[config.mk]
export PLATFORM = sky130hd
export DESIGN_NAME = lsu_mem_if
export DESIGN_NICKNAME = d
export VERILOG_FILES = /design/src/rtl/lsu_pkg.sv /design/src/rtl/lsu_mem_if_load_align.sv /design/src/rtl/lsu_mem_if.sv
export SDC_FILE = /design/constraint.sdc
export NUM_CORES = 1
export LEC_CHECK = 0
export ABC_AREA = 1
export CORE_ASPECT_RATIO = 0.6
export CORE_MARGIN = 2
export CORE_UTILIZATION = 25
export CTS_BUF_LIST = sky130_fd_sc_hd__clkbuf_8 sky130_fd_sc_hd__clkbuf_16
export CTS_CLUSTER_SIZE = 12
export DETAILED_ROUTE_END_ITERATION = 7
export SYNTH_ARGS = -nofsm -noshare
export SYNTH_HDL_FRONTEND = slang
export SYNTH_HIERARCHICAL = 1
export SYNTH_SLANG_ARGS = --single-unit
export TNS_END_PERCENT = 1
[constraint.sdc]
create_clock -name clk -period 1.95 [get_ports clk]
set_input_delay 0.39 -clock clk [delete_from_list [all_inputs] [get_ports clk]]
set_output_delay 0.39 -clock clk [all_outputs]
set_load 0.02 [all_outputs]
[src/rtl/lsu_pkg.sv]
// Shared types and constants for the load/store unit.
package lsu_pkg;

  typedef enum logic [2:0] {
    OP_SB, OP_SH, OP_SW, OP_LB, OP_LH, OP_LW, OP_LBU, OP_LHU
  } op_e;

  typedef enum logic [1:0] {
    S_IDLE, S_REQ, S_DONE, S_ERR
  } state_e;

  typedef logic [1:0] size_t;
  localparam size_t SZ_B = 2'd0;
  localparam size_t SZ_H = 2'd1;
  localparam size_t SZ_W = 2'd2;

  localparam logic [3:0] BE_BYTE    = 4'b0001;
  localparam logic [3:0] BE_HALF_LO = 4'b0011;
  localparam logic [3:0] BE_HALF_HI = 4'b1100;
  localparam logic [3:0] BE_WORD    = 4'b1111;

  function automatic size_t op_size(input op_e op);
    case (op)
      OP_SB, OP_LB, OP_LBU: return SZ_B;
      OP_SH, OP_LH, OP_LHU: return SZ_H;
      default:              return SZ_W;
    endcase
  endfunction

  function automatic logic op_is_load(input op_e op);
    return (op == OP_LB) || (op == OP_LH) || (op == OP_LW) ||
           (op == OP_LBU) || (op == OP_LHU);
  endfunction

  function automatic logic op_signed(input op_e op);
    return (op == OP_LB) || (op == OP_LH);
  endfunction

endpackage

[src/rtl/lsu_mem_if_load_align.sv]
// Selects the addressed byte/halfword of a read word and extends it to 32 bits.
module lsu_load_align
  import lsu_pkg::*;
(
  input  logic [31:0] rdata,
  input  logic [1:0]  offset,
  input  size_t       size,
  input  logic        sign_ext,
  output logic [31:0] result
);

  logic [7:0]  byte_v;
  logic [15:0] half_v;

  // Lane selection and sign/zero extension
  always_comb begin
    byte_v = rdata[{offset, 3'b000} +: 8];
    half_v = offset[1] ? rdata[31:16] : rdata[15:0];
    case (size)
      SZ_B:    result = {{24{sign_ext & byte_v[7]}}, byte_v};
      SZ_H:    result = {{16{sign_ext & half_v[15]}}, half_v};
      default: result = rdata;
    endcase
  end

endmodule

[src/rtl/lsu_mem_if.sv]
// Load/store unit: one bus transaction per decoded load/store strobe.
module lsu_mem_if
  import lsu_pkg::*;
#(
  parameter int unsigned TIMEOUT_CYCLES = 255,
  parameter int unsigned CNT_W          = 8
) (
  input  logic        clk,
  input  logic        rst_n,
  input  logic        start,
  input  logic        sb,
  input  logic        sh,
  input  logic        sw,
  input  logic        lb,
  input  logic        lh,
  input  logic        lw,
  input  logic        lbu,
  input  logic        lhu,
  input  logic [31:0] addr,
  input  logic [31:0] wdata,
  output logic        busy,
  output logic        done,
  output logic        misalign,
  output logic        timeout,
  output logic [31:0] rdata_out,
  output logic        mem_req,
  output logic        mem_we,
  output logic [31:0] mem_addr,
  output logic [3:0]  mem_be,
  output logic [31:0] mem_wdata,
  input  logic        mem_ack,
  input  logic [31:0] mem_rdata
);

  state_e      state_q, state_d;
  op_e         op_in, op_q;
  logic [1:0]  off_q;
  logic [CNT_W-1:0] cnt_q;
  logic        to_q;
  logic [31:0] rdata_q;
  logic        we_q;
  logic [31:0] maddr_q, mwdata_q;
  logic [3:0]  be_q;

  logic [7:0]  flags;
  logic        one_hot, accept, misalign_in, last_cycle;
  size_t       size_in;
  logic [3:0]  be_in;
  logic [31:0] wdata_in, align_result;

  assign flags       = {lhu, lbu, lw, lh, lb, sw, sh, sb};
  assign one_hot     = (flags != '0) && ((flags & (flags - 8'd1)) == '0);
  assign accept      = (state_q == S_IDLE) && start && one_hot;
  assign size_in     = op_size(op_in);
  assign misalign_in = ((size_in == SZ_H) && addr[0]) ||
                       ((size_in == SZ_W) && (addr[1:0] != 2'b00));
  assign last_cycle  = (cnt_q == CNT_W'(TIMEOUT_CYCLES - 1));

  // Map the one-hot strobe vector onto the op enum (only used when one-hot)
  always_comb begin
    op_in = OP_SB;
    for (int unsigned i = 0; i < 8; i++) begin
      if (flags[i]) op_in = op_e'(3'(i));
    end
  end

  // Lane enables and lane-replicated store data for the incoming op
  always_comb begin
    case (size_in)
      SZ_B: begin
        be_in    = BE_BYTE << addr[1:0];
        wdata_in = {4{wdata[7:0]}};
      end
      SZ_H: begin
        be_in    = addr[1] ? BE_HALF_HI : BE_HALF_LO;
        wdata_in = {2{wdata[15:0]}};
      end
      default: begin
        be_in    = BE_WORD;
        wdata_in = wdata;
      end
    endcase
    if (op_is_load(op_in)) wdata_in = '0;
  end

  lsu_load_align u_align (
    .rdata    (mem_rdata),
    .offset   (off_q),
    .size     (op_size(op_q)),
    .sign_ext (op_signed(op_q)),
    .result   (align_result)
  );

  // State register
  always_ff @(posedge clk or negedge rst_n) begin
    if (!rst_n) state_q <= S_IDLE;
    else        state_q <= state_d;
  end

  // Next-state logic; an ack on the final counted cycle takes priority over timeout
  always_comb begin
    state_d = state_q;
    case (state_q)
      S_IDLE: if (accept) state_d = misalign_in ? S_ERR : S_REQ;
      S_REQ:  if (mem_ack || last_cycle) state_d = S_DONE;
      default: state_d = S_IDLE;
    endcase
  end

  // Status and bus-request outputs decoded from state
  always_comb begin
    busy     = (state_q != S_IDLE);
    done     = (state_q == S_DONE) || (state_q == S_ERR);
    misalign = (state_q == S_ERR);
    timeout  = (state_q == S_DONE) && to_q;
    mem_req  = (state_q == S_REQ);
  end

  // Request capture, timeout counter and load result register
  always_ff @(posedge clk or negedge rst_n) begin
    if (!rst_n) begin
      op_q     <= OP_SB;
      off_q    <= '0;
      cnt_q    <= '0;
      to_q     <= 1'b0;
      rdata_q  <= '0;
      we_q     <= 1'b0;
      maddr_q  <= '0;
      be_q     <= '0;
      mwdata_q <= '0;
    end else begin
      cnt_q <= (state_q == S_REQ) ? cnt_q + CNT_W'(1) : '0;
      if (accept) begin
        to_q <= 1'b0;
        if (!misalign_in) begin
          op_q     <= op_in;
          off_q    <= addr[1:0];
          we_q     <= !op_is_load(op_in);
          maddr_q  <= {addr[31:2], 2'b00};
          be_q     <= be_in;
          mwdata_q <= wdata_in;
        end
      end
      if (state_q == S_REQ) begin
        if (mem_ack) begin
          if (op_is_load(op_q)) rdata_q <= align_result;
        end else if (last_cycle) begin
          to_q <= 1'b1;
        end
      end
    end
  end

  assign rdata_out = rdata_q;
  assign mem_we    = we_q;
  assign mem_addr  = maddr_q;
  assign mem_be    = be_q;
  assign mem_wdata = mwdata_q;

endmodule
Yosys cells after proc, flatten, opt, wreduce, memory -nomap -nowiden
Index checks and enable logic that the tools add are counted.
{ "word_totals": {"wordCells": 97, "output_inout_bits": 106, "reg_bits": 115, "inputBits": 108} }
{ "op_classes": {"bitwise_logic": 4, "reduce_logical": 34, "add_sub_neg": 2, "n_shift": 2, "muxes": 24, "n_eq_ne": 21} }
{ "ops": {"columns": ["cell", "n"], "rows": [
  ["$pmux W32 S2", 2],
  ["$mux W32", 1],
  ["$shiftx A32 B6 Y8", 1],
  ["$eq A3 B3 Y1 const B", 8],
  ["$mux W3", 6],
  ["$mux W16", 1],
  ["$pmux W2 S2", 3],
  ["$reduce_or A3 Y1", 4],
  ["$logic_or A1 B1 Y1", 11],
  ["$add A8 B1 Y8 const B", 1],
  ["$and A8 B8 Y8", 1],
  ["$eq A8 B8 Y1 const B", 1],
  ["$logic_not A8 Y1", 1],
  ["$mux W8", 1],
  ["$pmux W4 S2", 1],
  ["$reduce_bool A8 Y1", 1],
  ["$sub A8 B1 Y8 const B", 1],
  ["$eq A2 B1 Y1 const B", 3],
  ["$eq A2 B2 Y1 const B", 3],
  ["$eq A3 B1 Y1 const B", 2],
  ["$eq A3 B2 Y1 const B", 2],
  ["$logic_and A1 B1 Y1", 6],
  ["$logic_not A2 Y1", 3],
  ["$logic_not A3 Y1", 2],
  ["other kinds (12)", 21]
]} }

Logic depth before layout (Yosys ltp)
{ "logic_depth": {"ltp_word": 16, "mapped_depth": 16, "mapped_depth_nobuf": 15} }

Modules after synthesis
Netlist, hierarchy kept.
{ "by_module_without_submodules": {"columns": ["module", "cells_each", "area_per_inst_um2", "n_inst", "seq_area_each_um2"], "rows": [
  ["lsu_mem_if", 576, 5186.2, 1, 2877.8],
  ["lsu_load_align", 153, 854.6, 1, 0.0]
]} }

Worst setup path before layout
OpenSTA, ideal clock, no wires.
{ "synth_path": {"kind": "reg2reg", "startpoint": "reg op_q[1]", "endpoint": "reg rdata_q[17], in the netlist rdata_out[17]", "stages_incl_launch_ff": 16, "required_time_ns": 1.825, "path_slack_ns": 0.230, "t_arrival_ns": 1.595, "setup_ns": 0.125, "path_cell_list": "dfrtp_1 -> inv_1 -> nand2_1 -> nand2_1 -> o21ai_0 -> inv_1 -> buf_6 -> inv_2 -> nand2_2 -> nor2_2 -> nand2_2 -> nand2_2 -> nand2_4 -> buf_8 -> nand3_2 -> mux2_2"} }
{ "synth_between": {"word_cells_on_any_way": 20, "cone_classes": "eq/ne: 7; mux: 2; bitwise: 2; reduce/logical: 9"} }
{ "synth_lines": {"columns": ["item", "line", "rtl"], "rows": [
  ["from (decl)", "lsu_mem_if.sv:36", "op_e op_in, op_q;"],
  ["from (signal assigned)", "lsu_mem_if.sv:136", "op_q <= op_in;"],
  ["$eq A3 B3 Y1, or another cell as far along", "lsu_pkg.sv:23, lsu_pkg.sv:36", null],
  ["$reduce_or A3 Y1", "lsu_pkg.sv:23", "case (op)"],
  ["$pmux W2 S2", "lsu_pkg.sv:23", null],
  ["$eq A2 B1 Y1 / $logic_not A2 Y1 (equally long branches)", "lsu_mem_if_load_align.sv:19", "case (size)"],
  ["$pmux W32 S2 *", "lsu_mem_if_load_align.sv:19", null],
  ["via align_result[17]", "lsu_mem_if.sv:49", "logic [31:0] wdata_in, align_result;"],
  ["to (signal assigned)", "lsu_mem_if.sv:146", "if (op_is_load(op_q)) rdata_q <= align_result;"],
  ["to (decl)", "lsu_mem_if.sv:40", "logic [31:0] rdata_q;"]
]} }
Mark *: on every way through the listed nets, which the timed path passes. The rest lies on a longest branch.
A chain may end at the register's enable or synchronous reset.

Worst setup path after layout
{ "layout_path": {"startpoint": "reg mwdata_q[23], in the netlist mem_wdata[23]", "endpoint": "out mem_wdata[23]"} }
{ "layout_lines": {"columns": ["item", "line", "rtl"], "rows": [
  ["from (decl)", "lsu_mem_if.sv:42", "logic [31:0] maddr_q, mwdata_q;"],
  ["from (signal assigned)", "lsu_mem_if.sv:141", "mwdata_q <= wdata_in;"],
  ["to (decl)", "lsu_mem_if.sv:30", "output logic [31:0] mem_wdata,"]
]} }
No word-level cell between the ends.

==> results.md <==
- Status: finished, final reports clean
- DP Area: 8710 µm²
- Post-DP HPWL: approximately 15,000 µm
- Total gr overflow: 0
- CTS tree: built
- CTS buffer count: 17
- Clock sinks: 115
- Final WL: approximately 20,000 µm
- Final min period: ~1.9 ns
- Multi-input logic area: between 2000 and 3000 µm²
- Iter 0 DRT Violations: between 400 and 500
- Ys async rst share: 1.00
- Post-synth cell types: between 40 and 50
- CP Launch Type: flip-flop
- Via-to-Cell Ratio: roughly 4.3
- Chip Height: between 100 and 150 µm
- Peak VDD IR: between 0.5 and 0.6 mV
- Top delay family on crit path: buffers and inverters
- Hold/Removal Path Class: reg2reg
- Seq/Total Area, Yosys: 0.476
- Cell Chain, Critical Path: clkdlybuf4s50_1
- Avg Cell Area, Syn: a little over 8 µm²
- Leakage power: roughly 4.7 nW
- # nets final: approximately 1,100
- Initial antenna violation count: 0
- Mapped Cells: around 730
- Storage element area: roughly 2900 µm²
- DRT antenna net count: 0
- Most frequent cells in the layout: nand2_1 (312), clkdlybuf4s50_1 (199), dfrtp_1 (115)
- PD cells: 806 nW/µm²
- XOR/XNOR Fraction of Synth Area: 0.00435
- Die ar.: about 25,000 µm²
- Worst path max stage delay: 0.64 ns
- Psw: 2.11 mW
- Final setup vio count: 0
- Sequential share of power: 0.340
- Final Cycle Share: 0.958
- IO buf count: roughly 210
- First-pass GRT wire length: between 30,000 and 40,000 µm
- CORE AREA: ~24,000 µm²
- Worst EP arrival: around 1.5 ns
- #FFs+latches synth: between 100 and 150
- Ports: 214
- Setup TNS: 0 ns
- Clk pin slew, worst setup/hold paths: approximately 0.06 ns
- Max Cap Viol: 0
- Largest family of logic cells by synthesized area: simple AND/OR/NAND/NOR gates
- Crit Path Category: reg2out
- Post-synthesis simple-gate area fraction: 0.327
- GRT Total Usage: 0.159
- Antenna Cells: 0
- WL/cell: between 15 and 20 µm
- Mux share of post-synthesis cell area: 0.0597
- Max-slew violations: 0
- Worst-skew pair later-pin latency: around 0.42 ns
- Root Buffer: clkbuf_16
- Clk buf depth: 2
- Final Hold Viols: 0
- Switching share of total power: 0.276
- CP Max Fanout: 2
- Core Rows: 44
- Adder and majority gate portion of the synthesized area: 0.00414
- Synth Area in Compound Gates: 0.0594
- Post-synth EDFFs: 0
- CTS H-tree depth: 4
- Top FF cell, synth: dfrtp_1
- Post-Syn Area: around 6000 µm²
- Synthesis-to-finish area growth: 57.2%
- Number of fill cells: approximately 2,400
- # DRC: 0
- Cell-internal power: roughly 5.5 mW
- Critical path's slowest cell: clkdlybuf4s50_1
- Unrepaired setup endpoints after global routing: false
- Vias in the first global route: ~5,500
- Largest net degree at the start of global routing: between 60 and 70
- Initial core utilization: 0.252
- Yosys warnings: 6
- Most common cell after layout, fill and taps aside: nand2_1
- Die W: 205 µm
- Fmax: 535 MHz
- WP buf/inv: 1
- Design area: between 9000 and 10,000 µm²
- Critical path capture point type: output port
- Clock share of power: 0.446
- Via count: about 5,600
- Layout cell share with drive strength beyond 1: 0.189
- Placer Congestion: between 0.8 and 0.9
- Clk_skew: approximately 0.0067 ns
- Combinational Power Share: 0.214
- Worst EP required: about 1.6 ns
- Final Util: 0.397
- Initial DRT Pass Iterations: 4
==> cells in the mapped netlist (3+ instances only) <==
library cell,n,area share
nor2_1,35,0.022
nand3_2,14,0.023
o211ai_1,8,0.0099
or2_1,3,0.0031
xor2_1,3,0.0044
inv_1,28,0.017
a21oi_1,7,0.0058
buf_8,5,0.012
nor2_4,4,0.0075
nand2_1,315,0.20
and2_0,3,0.0031
nand3_1,24,0.020
buf_4,6,0.0075
o21ai_0,24,0.020
inv_2,8,0.0050
buf_6,6,0.011
mux2_2,32,0.060
and2_4,3,0.0044
buf_2,13,0.011
nand2_2,21,0.022
nor3_1,11,0.0091
nor2_2,4,0.0041
o21ai_1,12,0.0099
clkbuf_1,4,0.0025
or2_2,3,0.0031
dfrtp_1,115,0.48
==> worst paths after layout <==
path	endpoint	slack, ns	cells past startpoint	startpoint
worst min-delay path	mem_wdata[30]$_DFFE_PN0P_	0.47	2	mem_wdata[30]$_DFFE_PN0P_
worst min register to register	mem_wdata[30]$_DFFE_PN0P_	0.47	2	mem_wdata[30]$_DFFE_PN0P_
worst max register to register	rdata_out[7]$_DFFE_PN0P_	0.13	9	op_q[1]$_DFFE_PN0P_
min in group asynchronous	rdata_out[10]$_DFFE_PN0P_	0.52	3	rst_n
max in group asynchronous	mem_addr[5]$_DFFE_PN0P_	1.09	3	rst_n
worst max-delay path	mem_wdata[23]	0.08	1	mem_wdata[23]$_DFFE_PN0P_
==> cell families (layout without fill, tap and decap cells) <==
logic type | after synthesis | count (layout)
adder cells (fa/ha/maj) | 2 | 2
AO/OA/AOI/OAI | 59 | 59
flip-flops | 115 | 115
multiplexers | 32 | 32
buffers and inverters | 71 | 331
other | 1 | 2
AND/OR/NAND/NOR | 446 | 447
XOR/XNOR | 3 | 3
==> power groups by stage <==
| stage | registers, mW | clock network (mW) | logic (mW) |
|---|---|---|---|
| 2_1_floorplan | 2.76 | 0 | 0.719 |
| 3_3_place_gp | 2.64 | 0 | 1.61 |
| 3_5_place_dp | 2.63 | 0 | 1.62 |
| 4_1_cts | 2.60 | 3.51 | 1.63 |
| 5_1_grt | 2.62 | 3.63 | 1.79 |
| 6_report | 2.60 | 3.41 | 1.64 |
==> sequential cells by signal (all words and copies together) (netlist names) <==
register,flops
mem_wdata,32
rdata_out,32
mem_addr,30
cnt_q,8
mem_be,4
op_q,3
off_q,2
state_q,2
mem_we,1
to_q,1
==> metrics by stage <==
step                      setup slack [ns]  std cells  power [mW]  hold WS, ns
final                               0.0822       1313        7.65        0.475
after global routing               0.00127       1313        8.04        0.493
after CTS                          -0.0188       1306        7.73        0.479
after detailed placement            -0.557       1273        4.26        0.422
after global placement              -0.541       1273        4.25        0.418
after floorplan                      0.230        730        3.48       0.0944
==> area by class of cell <==
cell class,instances,share of cell area
inverters,37,0.0163
clock buffers,21,0.0506
multi-input cells,545,0.294
repair buffers,261,0.277
clock inverters,11,0.0165
well taps,322,0.0424
repair inverters,1,0.000790
flip-flops and latches,115,0.303
==> what timing repair did <==
| action | in CTS | in global routing |
|---|---|---|
| gates cloned | 0 | 4 |
| endpoints found under the setup margin | 29 | 98 |
| pin swaps | 1 | 6 |
| hold endpoints to repair | 54 | 0 |
| setup buffers | 0 | 3 |
| gates resized for setup | 9 | 23 |
| hold buffers | 1 | 0 |
==> layer usage <==
layer | global-route usage | share of wire | vias to the layer above | wire length, µm
met5 | 0 | 0 | - | 0
li1 | - | - | 2808 | -
met1 | 0.242 | 0.52 | 2632 | 10700
met4 | 0.0384 | 0.0087 | 0 | 177
met2 | 0.210 | 0.40 | 157 | 8150
met3 | 0.0552 | 0.071 | 13 | 1450
Note: power is estimated with default switching activity, not from simulation.
